### config.mk
export PLATFORM = sky130hd
export DESIGN_NAME = core_sequencer
export DESIGN_NICKNAME = d
export VERILOG_FILES = /design/src/rtl/core_seq_pkg.sv /design/src/rtl/core_sequencer.sv
export SDC_FILE = /design/constraint.sdc
export NUM_CORES = 1
export LEC_CHECK = 0
export CAP_MARGIN = 20
export CORE_UTILIZATION = 35
export DETAILED_ROUTE_END_ITERATION = 10
export MAX_ROUTING_LAYER = met4
export PLACE_DENSITY = 0.78
export REMOVE_ABC_BUFFERS = 1
export SLEW_MARGIN = 20
export SYNTH_ARGS = -nofsm -noshare
export SYNTH_HDL_FRONTEND = slang
export SYNTH_SLANG_ARGS = --single-unit
export TNS_END_PERCENT = 10
### constraint.sdc
create_clock -name clk -period 2.1 [get_ports clk]
set_clock_uncertainty 0.1 [all_clocks]
set_input_delay 0.63 -clock clk [delete_from_list [all_inputs] [get_ports clk]]
set_output_delay 0.63 -clock clk [all_outputs]
set_load 0.02 [all_outputs]
### src/rtl/core_seq_pkg.sv
// Shared encodings for the core sequencer: FSM states, fault causes and the
// R-type opcode accepted by the decode check.
package core_seq_pkg;

    typedef enum logic [2:0] {
        ST_IDLE      = 3'd0,
        ST_FETCH     = 3'd1,
        ST_DECODE    = 3'd2,
        ST_EXECUTE   = 3'd3,
        ST_WRITEBACK = 3'd4,
        ST_FAULT     = 3'd5
    } state_t;

    typedef enum logic [1:0] {
        CAUSE_NONE    = 2'b00,
        CAUSE_TIMEOUT = 2'b01,
        CAUSE_ILLEGAL = 2'b10
    } cause_t;

    localparam logic [6:0] OPC_RTYPE = 7'b0110011;

    function automatic logic is_rtype(input logic [6:0] opc);
        return opc == OPC_RTYPE;
    endfunction

endpackage

### src/rtl/core_sequencer.sv
// Multi-cycle sequencer for the single-issue core: fetch handshake, decode check,
// execute and writeback, with run/step control, fetch timeout and illegal-opcode trap.
module core_sequencer
    import core_seq_pkg::*;
#(
    parameter int unsigned TIMEOUT = 16,
    parameter int unsigned CNT_W   = 32
) (
    input  logic             clk,
    input  logic             reset,
    input  logic             run,
    input  logic             step,
    input  logic             imem_ready,
    input  logic [31:0]      inst_code,
    input  logic             write_on_register,
    output logic             imem_req,
    output logic             ir_write,
    output logic             pc_write,
    output logic             reg_write_en,
    output logic             busy,
    output logic             halted,
    output logic             fault,
    output logic [1:0]       fault_cause,
    output logic [CNT_W-1:0] retired_count,
    output logic [2:0]       state
);

    // Counter holds the number of missed FETCH cycles so far (0..TIMEOUT-1).
    localparam int unsigned TMO_W = (TIMEOUT > 1) ? $clog2(TIMEOUT) : 1;

    state_t             cur;
    cause_t             cause;
    logic [TMO_W-1:0]   tmo_cnt;
    logic [CNT_W-1:0]   retired;
    logic               unused_inst;

    assign unused_inst = ^inst_code[31:7];

    always_ff @(posedge clk or negedge reset) begin
        if (!reset) begin
            cur     <= ST_IDLE;
            cause   <= CAUSE_NONE;
            tmo_cnt <= '0;
            retired <= '0;
        end else begin
            unique case (cur)
                ST_IDLE: begin
                    if (run || step) begin
                        cur <= ST_FETCH;
                    end
                end
                ST_FETCH: begin
                    if (imem_ready) begin
                        tmo_cnt <= '0;
                        cur     <= ST_DECODE;
                    end else if (tmo_cnt == TMO_W'(TIMEOUT - 1)) begin
                        tmo_cnt <= '0;
                        cause   <= CAUSE_TIMEOUT;
                        cur     <= ST_FAULT;
                    end else begin
                        tmo_cnt <= tmo_cnt + TMO_W'(1);
                    end
                end
                ST_DECODE: begin
                    if (is_rtype(inst_code[6:0])) begin
                        cur <= ST_EXECUTE;
                    end else begin
                        cause <= CAUSE_ILLEGAL;
                        cur   <= ST_FAULT;
                    end
                end
                ST_EXECUTE: begin
                    cur <= ST_WRITEBACK;
                end
                ST_WRITEBACK: begin
                    retired <= retired + CNT_W'(1);
                    cur     <= run ? ST_FETCH : ST_IDLE;
                end
                ST_FAULT: begin
                    cur <= ST_FAULT;
                end
                default: begin
                    cur <= ST_IDLE;
                end
            endcase
        end
    end

    // Strobes decode from the state register so a reset drops them at once;
    // ir_write and reg_write_en additionally qualify on their handshake inputs.
    assign imem_req      = (cur == ST_FETCH);
    assign ir_write      = (cur == ST_FETCH) && imem_ready;
    assign pc_write      = (cur == ST_WRITEBACK);
    assign reg_write_en  = (cur == ST_WRITEBACK) && write_on_register;
    assign busy          = (cur == ST_FETCH) || (cur == ST_DECODE) ||
                           (cur == ST_EXECUTE) || (cur == ST_WRITEBACK);
    assign halted        = (cur == ST_IDLE) || (cur == ST_FAULT);
    assign fault         = (cur == ST_FAULT);
    assign fault_cause   = cause;
    assign retired_count = retired;
    assign state         = cur;

endmodule

# Word level (Yosys, flattened, before mapping)
# Index checks and enable logic that the tools add are counted.
[op_classes]
add_sub_neg = 2
n_mul = 0
div = 0
n_lt_le_gt_ge = 0
n_eq_ne = 12
n_shift = 0
n_mux = 12
bitwise_logic = 0
reduce_logical = 11
[ops]
columns = ["operator", "count"]
rows = [
  ["32-bit by 1-bit adder with 32-bit output, second input constant", 1],
  ["3-bit one-hot mux with 6 select lines", 1],
  ["3-bit 2-to-1 mux", 4],
  ["4-bit 2-to-1 mux", 2],
  ["7-bit by 6-bit equality test with 1-bit output, second input constant", 1],
  ["3-bit by 2-bit equality test with 1-bit output, second input constant", 2],
  ["3-bit equality test, second input constant", 2],
  ["2-bit 2-to-1 mux", 3],
  ["2-bit != test, second input constant", 3],
  ["1-bit logical OR", 5],
  ["4-bit by 1-bit adder with 4-bit output, second input constant", 1],
  ["4-bit equality test, second input constant", 1],
  ["2-bit one-hot mux with 2 select lines", 1],
  ["4-bit AND reduction", 1],
  ["3-bit by 1-bit equality test with 1-bit output, second input constant", 1],
  ["3-bit logical NOT", 1],
  ["3-bit by 2-bit != test with 1-bit output, second input constant", 1],
  ["1-bit logical AND", 2],
  ["2-bit by 1-bit != test with 1-bit output, second input constant", 1],
  ["2-bit AND reduction", 1],
  ["2-bit nonzero test", 1],
  ["1-bit 2-to-1 mux", 1],
]
[totals]
ff_bits = 41
latch_bits = 0
ram_bits = 0
mem_bits_ro = 0
inputBits = 38
out_inout_bits = 44
wordCells = 41
n_memories = 0

# Logic depth before layout (Yosys ltp)
# Gate-level depths: netlist (run 1).
[logic_depth]
depth_word = 4
mapped_depth = 6
depth_no_buf = 5

# Worst setup path after synthesis (run 1)
# OpenSTA, ideal clock, no wires.
[synth_timing]
path_kind = "reg2out"
startpoint = "register cur[2], in the netlist state[2]"
endpoint = "output ir_write"
arrival_time_ns = 1.560
required_ns = 1.370
setup_slack_ns = -0.190
stages_incl_launch_ff = 5
n_path_buf = 1
path_cell_list = "dfrtp_1 or3b_2 buf_2 inv_1 and2_1"
[synth_between]
elab_chain_len = 2
[synth_lines]
columns = ["element", "line", "source"]
rows = [
  ["start: declaration", "core_sequencer.sv:31", "state_t cur;"],
  ["start signal: assignment", "core_sequencer.sv:77", "cur <= run ? ST_FETCH : ST_IDLE;"],
  ["3-bit by 1-bit equality test with 1-bit output", "--", ""],
  ["net imem_req", "core_sequencer.sv:16", "output logic imem_req,"],
  ["1-bit logical AND", "core_sequencer.sv:92", "assign ir_write = (cur == ST_FETCH) && imem_ready;"],
  ["end: declaration", "core_sequencer.sv:17", "output logic ir_write,"],
]
# The timed path passes the listed nets, and every way through them passes these cells.

# Worst setup path after layout (run 1)
[layout_timing]
startpoint = "register cur[0], in the netlist state[0]"
endpoint = "output ir_write"
[layout_between]
elab_chain_len = 2
[layout_lines]
columns = ["element", "line"]
rows = [
  ["3-bit by 1-bit equality test with 1-bit output", "core_sequencer.sv:92"],
  ["1-bit logical AND", "core_sequencer.sv:92"],
]
# Every way passes these cells.

==> impl_metrics.yaml, run 1 <==
final_layout:
  layout_common_cells: "sky130_fd_sc_hd__dfrtp_1 (41), sky130_fd_sc_hd__xnor2_1 (27), sky130_fd_sc_hd__clkdlybuf4s50_1 (22)"
  area_growth_from_synthesis_to_final_layout_pct: 40.8
  num_antenna_cells: 0
  layout.nets: 305
  layout-drive-gt1-share_pct: 15.0
  finalNonFillerCells: 338
  layout_commonest_cell: "sky130_fd_sc_hd__dfrtp_1"
drt:
  ant_nets: 0
  drtIter0Drc: 84
  dr.pass1.iters: 4
  route.final.wire_length_mm: 4.29
  detailroute.via_count: 1681
  wl_per_cell_um: 12.7
  post_drt_via_cell_ratio: 4.97
  count_of_unresolved_drc_violations_after_routing: 0
floorplanning:
  floorplan.initialDensity_pct: 36.7
  boundaryPins: 82
  number_of_placement_rows: 27
  die_y_um: 78.5
  dieArea_um2: 6160
  core_area_um2: 5570
  die_w_um: 78.5
sta:
  timing.final.crit_share_pct: 101
  final_hold_vios: 0
  period_minus_slack_ns: 2.12
  timing_worst_slew_pin_value_ns: 0.446
  setup_slack_ns: -0.0171
  setup_viol: 1
  maxSlewHeadroom_pct: 70.3
  timing.fmax_ghz: 0.472
  unrepaired_setup_endpoints_after_global_routing: "yes"
  maxSlewViolCount: 0
clocking:
  sink_count_of_the_clock_tree: 41
  cts.hold.buffers_added: 0
  cts_buffers: 5
  ctsLongestPathBuffers: 2
  cts.htree.levels: 2
  ctsRootBufferMaster: "sky130_fd_sc_hd__clkbuf_8"
  tritoncts: "yes"
  setup_bufs_post_cts: 0
  clock_latency_ns: 0.29
  cts.clk_slew.worst_paths_ns: 0.08
global_routing:
  grt_usage_pct: 16.3
  antenna_found_initial: 0
  vias_in_the_first_global_route: 1666
  grt_max_degree: 25
  wire_length_of_the_first_global_routing_pass_mm: 7.70
  grt_overflow: 0
logic_synthesis:
  synthesis.yosys.warnings: 0
  synth_seq_area_share_pct: 50.1
  netlist-cell-type-count: 37
  synth.cell_area_um2: 2050
  avgSynthCellArea_um2: 10.5
  cells_after_synthesis: 195
  flop_and_latch_count_out_of_synthesis: 41
power:
  power_density_nw_per_um2: 905
  vdd.ir_drop.worst_mv: 0.513
  p_leak_uw: 0.00148
critical_path:
  timing.critical_path.fanout_max: 2
  timing.critical_path.from: "state[0]$_DFFE_PN0P_"
  worst-setup-path-type: "reg2out"
  crit_path_start_kind: "register"
  worstReg2RegStart: "state[0]$_DFFE_PN0P_"
  cp_capture_type: "output port"
  crit_required_ns: 1.37
  timing.critical_path.arrival_ns: 1.39
status:
  outcome: "complete, but fails checks"
  violations: "negative setup slack"
run:
  maxCapViolations: 0
placement:
  port_buffers: 56
  placedCellCount: 330
  preCtsSetupSlack_ns: -0.480
  routabilityCongestion: 0.748
  dpl.hpwl_mm: 3.19
worst_hold_path:
  min-delay-path-class: "in2async"
worst max-delay path, stage by stage (launching register included):
cell	delay, ns
sky130_fd_sc_hd__dfrtp_1	0.39
sky130_fd_sc_hd__or3b_4	0.41
sky130_fd_sc_hd__inv_2	0.06
sky130_fd_sc_hd__and2_4	0.13
sky130_fd_sc_hd__buf_6	0.11
sequential cells by signal, summed over array words and instances, names as in the netlist:
name,count
fault_cause,2
retired_count,32
state,3
tmo_cnt,4
synthesized netlist by cell type:
master                      count  area [µm²]
sky130_fd_sc_hd__nor4bb_1       2        20.0
sky130_fd_sc_hd__and4_1         2        17.5
sky130_fd_sc_hd__nor2b_1        2        12.5
sky130_fd_sc_hd__inv_1          5        18.8
sky130_fd_sc_hd__and3b_1        1        8.76
sky130_fd_sc_hd__clkbuf_1       2        7.51
sky130_fd_sc_hd__nor2_1        12        45.0
sky130_fd_sc_hd__nor4_4         1        21.3
sky130_fd_sc_hd__nand2_1       21        78.8
sky130_fd_sc_hd__o21ai_0        6        30.0
sky130_fd_sc_hd__xnor2_1       27         236
sky130_fd_sc_hd__and3_1         1        6.26
sky130_fd_sc_hd__o2bb2ai_1      1        8.76
sky130_fd_sc_hd__a21oi_1        4        20.0
sky130_fd_sc_hd__a21o_1         2        15.0
sky130_fd_sc_hd__nor3_4         1        16.3
sky130_fd_sc_hd__xor2_1         6        52.6
sky130_fd_sc_hd__nand2b_1       1        6.26
sky130_fd_sc_hd__nand3b_1       2        15.0
sky130_fd_sc_hd__nor3_1         7        35.0
sky130_fd_sc_hd__buf_4          2        15.0
sky130_fd_sc_hd__mux2i_1        1        10.0
sky130_fd_sc_hd__nand4bb_4      1        27.5
sky130_fd_sc_hd__nand4b_1       3        26.3
sky130_fd_sc_hd__or3b_2         1        8.76
sky130_fd_sc_hd__dfrtp_1       41        1030
sky130_fd_sc_hd__nor3_2         1        10.0
sky130_fd_sc_hd__ha_1           2        25.0
sky130_fd_sc_hd__nand3_1       13        65.1
sky130_fd_sc_hd__or2_2          1        6.26
sky130_fd_sc_hd__nor3b_2        1        12.5
sky130_fd_sc_hd__and4b_1        1        10.0
sky130_fd_sc_hd__o21bai_1       1        7.51
sky130_fd_sc_hd__and2_1         4        25.0
sky130_fd_sc_hd__nand4_1       12        75.1
sky130_fd_sc_hd__buf_2          3        15.0
sky130_fd_sc_hd__mux2_2         1        11.3
per-layer routing:
| layer | part of all wire [%] | global-route usage [%] |
|---|---|---|
| met2 | 49 | 26.0 |
| met4 | 1.4 | 6.48 |
| met1 | 45 | 20.4 |
| met5 | 0 | - |
| met3 | 4.1 | 2.79 |
metrics by stage:
| stage | TNS (ns) | hold slack (ns) | total power, µW | instance area, µm² | util (%) |
|---|---|---|---|---|---|
| 4_1_cts | -0.128 | 0.186 | 2660 | 2860 | 51.3 |
| 3_3_place_gp | -1.27 | 0.364 | 2100 | 2770 | 49.8 |
| 6_report | -0.0171 | 0.178 | 2610 | 2880 | 51.7 |
| 3_5_place_dp | -1.35 | 0.366 | 2130 | 2770 | 49.8 |
| 5_1_grt | -0.172 | 0.195 | 2780 | 2880 | 51.7 |
| 2_1_floorplan | -0.387 | 0.234 | 1600 | 2010 | - |
timing repair:
action / in CTS / in global routing
cloned: 0 / 0
pin swaps: 2 / 1
resized for setup: 49 / 18
setup endpoints to repair: 21 / 18
power breakdown:
| group | internal (µW) | leakage, µW | total [µW] | switching (µW) |
|---|---|---|---|---|
| Combinational | 503 | 0.000882 | 1050 | 547 |
| Clock | 266 | 0.0000512 | 535 | 269 |
| Sequential | 903 | 0.000551 | 1020 | 120 |
area by class of cell:
class / count / area (µm²)
inverter: 5 / 18.8
sequential: 41 / 1030
multi-input combinational: 142 / 977
clock inverter: 2 / 13.8
clock buffer: 6 / 82.6
timing repair buffer: 70 / 676
fill: 520 / 2690
tap: 72 / 90.1
path summary, 6_finish.rpt:
| path | end | slack (ns) | cells after the start |
|---|---|---|---|
| max | ir_write | -0.02 | 4 |
| min | retired_count[19]$_DFFE_PN0N_ | 0.18 | 1 |
| max reg2reg | retired_count[25]$_DFFE_PN0N_ | 0.25 | 6 |
| min reg2reg | retired_count[31]$_DFFE_PN0N_ | 0.38 | 1 |
| max in group asynchronous | retired_count[15]$_DFFE_PN0N_ | 1.25 | 2 |
| min in group clk | retired_count[31]$_DFFE_PN0N_ | 0.38 | 1 |
logic make-up (layout without fill, tap and decap cells):
| kind of cell | after synthesis | count (layout) | share of synthesized area, % |
|---|---|---|---|
| muxes | 2 | 2 | 1.04 |
| AOI/OAI and AO/OA | 14 | 14 | 3.97 |
| xor gates and xnor gates | 33 | 33 | 14.1 |
| adders and majority gates | 2 | 2 | 1.22 |
| and+or+nand+nor | 91 | 91 | 26.8 |
| DFF | 41 | 41 | 50.1 |
| buffers and inverters | 12 | 83 | 2.75 |
Power figures use the tool's default switching activity.
==> run 2: changes to the inputs <==
- ABC_CLOCK_PERIOD_IN_PS: default -> 2100
==> results of run 2 <==
The final DEF is identical to that of run 1; final timing and power are the same.
